[src/rtl/stack_mem_controller_pkg.sv]
// Shared encodings for the stack/memory controller. The accumulator datapath
// decoder also uses these.
package stack_mem_controller_pkg;

  typedef enum logic [1:0] {
    OP_PUSH = 2'b00,
    OP_POP  = 2'b01,
    OP_LOAD = 2'b10,
    OP_PEEK = 2'b11
  } op_t;

  typedef enum logic [2:0] {
    ST_IDLE    = 3'd0,
    ST_PUSH_WR = 3'd1,
    ST_RD_WAIT = 3'd2,
    ST_RD_CAP  = 3'd3,
    ST_LOAD_RD = 3'd4,
    ST_DONE    = 3'd5
  } state_t;

endpackage

[src/rtl/stack_mem_controller.sv]
// Stack-pointer owner and bus initiator for the 16-bit data memory: turns
// PUSH/POP/PEEK/LOAD requests into timed stack-port and random-read accesses.
module stack_mem_controller
  import stack_mem_controller_pkg::*;
#(
  parameter int                    DATA_WIDTH = 16,
  parameter logic [DATA_WIDTH-1:0] SP_INIT    = 16'hFFFF,
  parameter logic [DATA_WIDTH-1:0] SP_LIMIT   = 16'hFF00
) (
  input  logic                  CLK,
  input  logic                  RST_n,
  input  logic                  Req,
  input  logic [1:0]            Op,
  input  logic [DATA_WIDTH-1:0] Wr_Data,
  input  logic [DATA_WIDTH-1:0] Addr,
  output logic                  Ack,
  output logic                  Err,
  output logic                  Busy,
  output logic [DATA_WIDTH-1:0] Rd_Data,
  output logic                  Empty,
  output logic                  Full,
  output logic [DATA_WIDTH-1:0] Mem_Wr_Data,
  output logic [DATA_WIDTH-1:0] Mem_Addr,
  output logic [DATA_WIDTH-1:0] Mem_SP,
  output logic                  Mem_Write,
  output logic                  MemRead,
  input  logic [DATA_WIDTH-1:0] Mem_Data,
  input  logic [DATA_WIDTH-1:0] SP_Data
);

  localparam logic [DATA_WIDTH-1:0] SP_FULL = SP_LIMIT - 1'b1;
  localparam logic [DATA_WIDTH-1:0] ONE     = {{(DATA_WIDTH-1){1'b0}}, 1'b1};

  state_t                  state_q, state_d;
  logic [DATA_WIDTH-1:0]   sp_q, sp_d;
  logic [DATA_WIDTH-1:0]   mem_sp_q, mem_sp_d;
  logic [DATA_WIDTH-1:0]   mem_addr_q, mem_addr_d;
  logic [DATA_WIDTH-1:0]   mem_wr_data_q, mem_wr_data_d;
  logic [DATA_WIDTH-1:0]   rd_data_q, rd_data_d;
  logic                    ack_q, ack_d;
  logic                    err_q, err_d;
  logic                    busy_q, busy_d;
  logic                    mem_write_q, mem_write_d;
  logic                    mem_read_q, mem_read_d;
  logic                    empty, full;
  logic [DATA_WIDTH-1:0]   sp_inc;

  assign empty  = (sp_q == SP_INIT);
  assign full   = (sp_q == SP_FULL);
  assign sp_inc = sp_q + ONE;

  always_comb begin
    state_d       = state_q;
    sp_d          = sp_q;
    mem_sp_d      = mem_sp_q;
    mem_addr_d    = mem_addr_q;
    mem_wr_data_d = mem_wr_data_q;
    rd_data_d     = rd_data_q;
    err_d         = 1'b0;

    case (state_q)
      ST_IDLE: begin
        if (Req) begin
          case (Op)
            OP_PUSH: begin
              if (full) begin
                state_d = ST_DONE;
                err_d   = 1'b1;
              end else begin
                mem_wr_data_d = Wr_Data;
                mem_sp_d      = sp_q;
                state_d       = ST_PUSH_WR;
              end
            end
            OP_POP: begin
              if (empty) begin
                state_d = ST_DONE;
                err_d   = 1'b1;
              end else begin
                sp_d     = sp_inc;
                mem_sp_d = sp_inc;
                state_d  = ST_RD_WAIT;
              end
            end
            OP_PEEK: begin
              if (empty) begin
                state_d = ST_DONE;
                err_d   = 1'b1;
              end else begin
                mem_sp_d = sp_inc;
                state_d  = ST_RD_WAIT;
              end
            end
            default: begin
              mem_addr_d = Addr;
              state_d    = ST_LOAD_RD;
            end
          endcase
        end
      end
      ST_PUSH_WR: begin
        sp_d    = sp_q - ONE;
        state_d = ST_DONE;
      end
      // Memory latches Mem_SP on this edge; SP_Data is valid in RD_CAP.
      ST_RD_WAIT: state_d = ST_RD_CAP;
      ST_RD_CAP: begin
        rd_data_d = SP_Data;
        state_d   = ST_DONE;
      end
      ST_LOAD_RD: begin
        rd_data_d = Mem_Data;
        state_d   = ST_DONE;
      end
      ST_DONE: state_d = ST_IDLE;
      default: state_d = ST_IDLE;
    endcase

    // Strobes are registered copies of the next-state decode so that they
    // line up exactly with the state they belong to.
    ack_d       = (state_d == ST_DONE);
    busy_d      = (state_d != ST_IDLE);
    mem_write_d = (state_d == ST_PUSH_WR);
    mem_read_d  = (state_d == ST_LOAD_RD);
  end

  always_ff @(posedge CLK or negedge RST_n) begin
    if (!RST_n) begin
      state_q       <= ST_IDLE;
      sp_q          <= SP_INIT;
      mem_sp_q      <= SP_INIT;
      mem_addr_q    <= '0;
      mem_wr_data_q <= '0;
      rd_data_q     <= '0;
      ack_q         <= 1'b0;
      err_q         <= 1'b0;
      busy_q        <= 1'b0;
      mem_write_q   <= 1'b0;
      mem_read_q    <= 1'b0;
    end else begin
      state_q       <= state_d;
      sp_q          <= sp_d;
      mem_sp_q      <= mem_sp_d;
      mem_addr_q    <= mem_addr_d;
      mem_wr_data_q <= mem_wr_data_d;
      rd_data_q     <= rd_data_d;
      ack_q         <= ack_d;
      err_q         <= err_d;
      busy_q        <= busy_d;
      mem_write_q   <= mem_write_d;
      mem_read_q    <= mem_read_d;
    end
  end

  assign Ack         = ack_q;
  assign Err         = err_q;
  assign Busy        = busy_q;
  assign Rd_Data     = rd_data_q;
  assign Empty       = empty;
  assign Full        = full;
  assign Mem_Wr_Data = mem_wr_data_q;
  assign Mem_Addr    = mem_addr_q;
  assign Mem_SP      = mem_sp_q;
  assign Mem_Write   = mem_write_q;
  assign MemRead     = mem_read_q;

endmodule

[config.mk]
export PLATFORM = sky130hd
export DESIGN_NAME = stack_mem_controller
export DESIGN_NICKNAME = d
export VERILOG_FILES = /design/src/rtl/stack_mem_controller_pkg.sv /design/src/rtl/stack_mem_controller.sv
export SDC_FILE = /design/constraint.sdc
export NUM_CORES = 1
export LEC_CHECK = 0
export ABC_CLOCK_PERIOD_IN_PS = 4500
export BUFFER_PORTS_ARGS = -buffer_cell sky130_fd_sc_hd__clkbuf_2
export CORE_MARGIN = 1.5
export CORE_UTILIZATION = 45
export CTS_BUF_LIST = sky130_fd_sc_hd__clkbuf_8 sky130_fd_sc_hd__clkbuf_16
export CTS_CLUSTER_DIAMETER = 120
export CTS_CLUSTER_SIZE = 10
export DETAILED_ROUTE_END_ITERATION = 6
export HOLD_SLACK_MARGIN = 0.08
export PLACE_DENSITY = 0.82
export SLEW_MARGIN = 10
export SYNTH_ARGS = -nofsm -noshare
export SYNTH_HDL_FRONTEND = slang
export SYNTH_SLANG_ARGS = --single-unit
[constraint.sdc]
create_clock -name CLK -period 4.5 [get_ports CLK]
set_clock_uncertainty 0.1 [all_clocks]
set_input_delay 0.225 -clock CLK [delete_from_list [all_inputs] [get_ports CLK]]
set_output_delay 0.225 -clock CLK [all_outputs]
set_load 0.02 [all_outputs]
==> results.ini <==
[critical_path]
path_cells=nor3_1, nand2_1, nor2_2, mux2_2
path_max_fanout=35
reg2reg_slack_ns=1.52
crit_buf_inv=0
start_kind=register
crit_slowest_cell=nor2_2
end_kind=register
required_ns=4.68
crit_family=simple AND/OR/NAND/NOR gates
path_depth=4
r2r_cells=4
slowest_delay_ns=0.79
worstPathArrival_ns=3.16
path_class=reg -> reg
r2r_start=state_q[0]
crit_start=state_q[0]

[yosys]
synth_area_um2=4491
synth_edf_count=0
ys_types=57
synth_top_area_frac=0.3121
ys_seq_elements=88
ys.warnings.count=0
synthAdderAreaFrac=0.005573
synth-compound-area-share=0.1193
synth-simple-area-share=0.1897
syn_inst=443
ys.flop_type=dfrtp_1
synth-async-reset-ratio=1.000
synthMuxAreaShare=0.08833
syn_nets=514
syn_avg_cell_area_um2=10.14
synth_area_leaders=dfrtp_1, dfstp_2, nand2_1, mux2_2, o22ai_1
synth_xor_area_frac=0.05461
synth_top_cell_by_area=dfrtp_1
synth-seq-area-share=0.4993
synth_top_family_by_area=simple AND/OR/NAND/NOR gates

[cts]
cts_buffers=9
cts_root_buf=clkbuf_8
cts.sinks=88
cts.clk_slew.worst_paths_ns=0.09
htree_levels=3
clock_path_buffers=2
clk_latency_ns=0.36
cts_resized=0
cts_tree=built

[layout]
fin_nets=689
drive_gt1_frac=0.3676
diodes=0
final_common_cell=clkbuf_2
syn_to_final_growth_pct=32.15
final_cell_mix=clkbuf_2, nand2_1, dfrtp_1

[status]
status=complete, no violations

[floorplanning]
fp.dieArea_um2=10590
core-area_um2=9729
io_pins=140
die_w_um=102.9
start_util=0.4615
die_y_um=102.9
fp-row-count=36

[worst_hold_path]
hold_path.class=in -> reg
worstHoldStart=Req
min_path_cells=3

[pwr]
ir_drop_mv=0.4027
pwr-share-clk=0.132
swShare=0.4358
p_sw_mw=1.665
p_leak_nw=2.622
intPower_mw=2.155
p_comb_frac=0.448
power_density_nw_per_um2=643.7
seqPwrFrac=0.420

[timing]
rsz0062_at_grt=no
timing.final.crit_share=0.6623
fin_setup_tns_ns=0
final_max_slew_viol_count=0
finalHoldViolCount=0
finalSetupViolCount=0
maxSlewHeadroom=0.2502
fin_crit_ns=2.980
worst_pin_slew_ns=1.114
whs_ns=0.08788
max_freq_ghz=0.3355

[place]
finalWeightedCongestion=0.9022
portBuffers=139
hpwlAfterDp_um=7590

[detailed_routing]
drc=0
wirelength_um=11830
vias=4102
post_drt_wl_per_cell_um=15.65
via_per_inst=5.426
firstDrtPassIters=6
dr.first_iter.drc_count=284
ant_nets=0

[grt]
antenna_found_initial=0
grt_usage=0.2293
grt_max_degree=89
grt_pass1_vias=4019
grt_pass1_wl_um=18750
grt_overflow=0

[run]
maxCapViolCount=0

[per-stage QoR]
stage | utilization | setup slack [ns] | power (mW) | std cells | instance area, µm²
floorplan | - | 2.041 | 2.708 | 443 | 4491
global placement | 0.5343 | 1.683 | 3.149 | 685 | 5199
detailed placement | 0.5343 | 1.594 | 3.214 | 685 | 5199
CTS | 0.6085 | 1.227 | 3.812 | 755 | 5921
global route | 0.6100 | 1.267 | 4.096 | 756 | 5934
finish | 0.6100 | 1.520 | 3.820 | 756 | 5934
[state kept, by name (all words and copies together) (netlist names)]
signal       cells
Mem_SP          16
Rd_Data         16
Mem_Write        1
Mem_Wr_Data     16
Err              1
state_q          3
Busy             1
Mem_Addr        16
sp_q            16
MemRead          1
Ack              1
[routing by layer]
metal / vias to the layer above / wire length [µm] / track usage
li1: 1910 / - / -
met1: 2000 / 4797 / 0.2826
met2: 164 / 6065 / 0.3922
met3: 28 / 723 / 0.06169
met4: 0 / 244 / 0.07484
met5: - / 0 / 0
[worst reg2reg max path: cells and delay by family (launching register included)]
family | cells | cell delay [ns]
mux | 1 | 0.43
flops | 1 | 0.77
simple gates | 3 | 1.60
[worst paths after layout]
path / to
min reg2reg: Mem_Addr[10]
max: Mem_SP[5]
max in group asynchronous: Ack
min in group asynchronous: Mem_Wr_Data[0]
min: Busy
max reg2reg: Mem_SP[5]
[layout make-up]
type,count,area [µm²]
clock buffers,10,137.6
clock inverters,6,43.79
fillers,818,3795
inverters,8,30.03
multi-input cells,316,2058
flip-flops and latches,88,2242
well taps,133,166.4
repair buffers,195,1256
[power by group through the flow]
stage / registers [mW] / clock network, mW / logic [mW]
final: 1.60 / 0.504 / 1.71
after global routing: 1.67 / 0.558 / 1.87
after CTS: 1.59 / 0.517 / 1.70
after detailed placement: 1.60 / 0 / 1.61
after global placement: 1.59 / 0 / 1.56
after floorplan: 1.75 / 0 / 0.954
[logic make-up after synthesis]
family | after synthesis
XOR/XNOR | 28
adder cells (fa/ha/maj) | 2
multiplexers | 32
flip-flops | 88
AND/OR/NAND/NOR | 169
buffers and inverters | 39
AO/OA/AOI/OAI | 85
[synth_stat cells (11+ instances only)]
master,number
o21ai_0,18
xnor2_1,13
xor2_1,15
nor2_1,22
dfstp_2,32
a21oi_1,24
dfrtp_1,56
nand3_1,13
clkbuf_1,11
o22ai_1,26
mux2_2,21
nand2_1,82
[timing repair]
item	4_1_cts	5_1_grt
hold endpoints to repair	102	1
hold buffers	54	1
setup endpoints to repair	0	0
buffers inserted	0	0
Power figures use the tool's default switching activity.
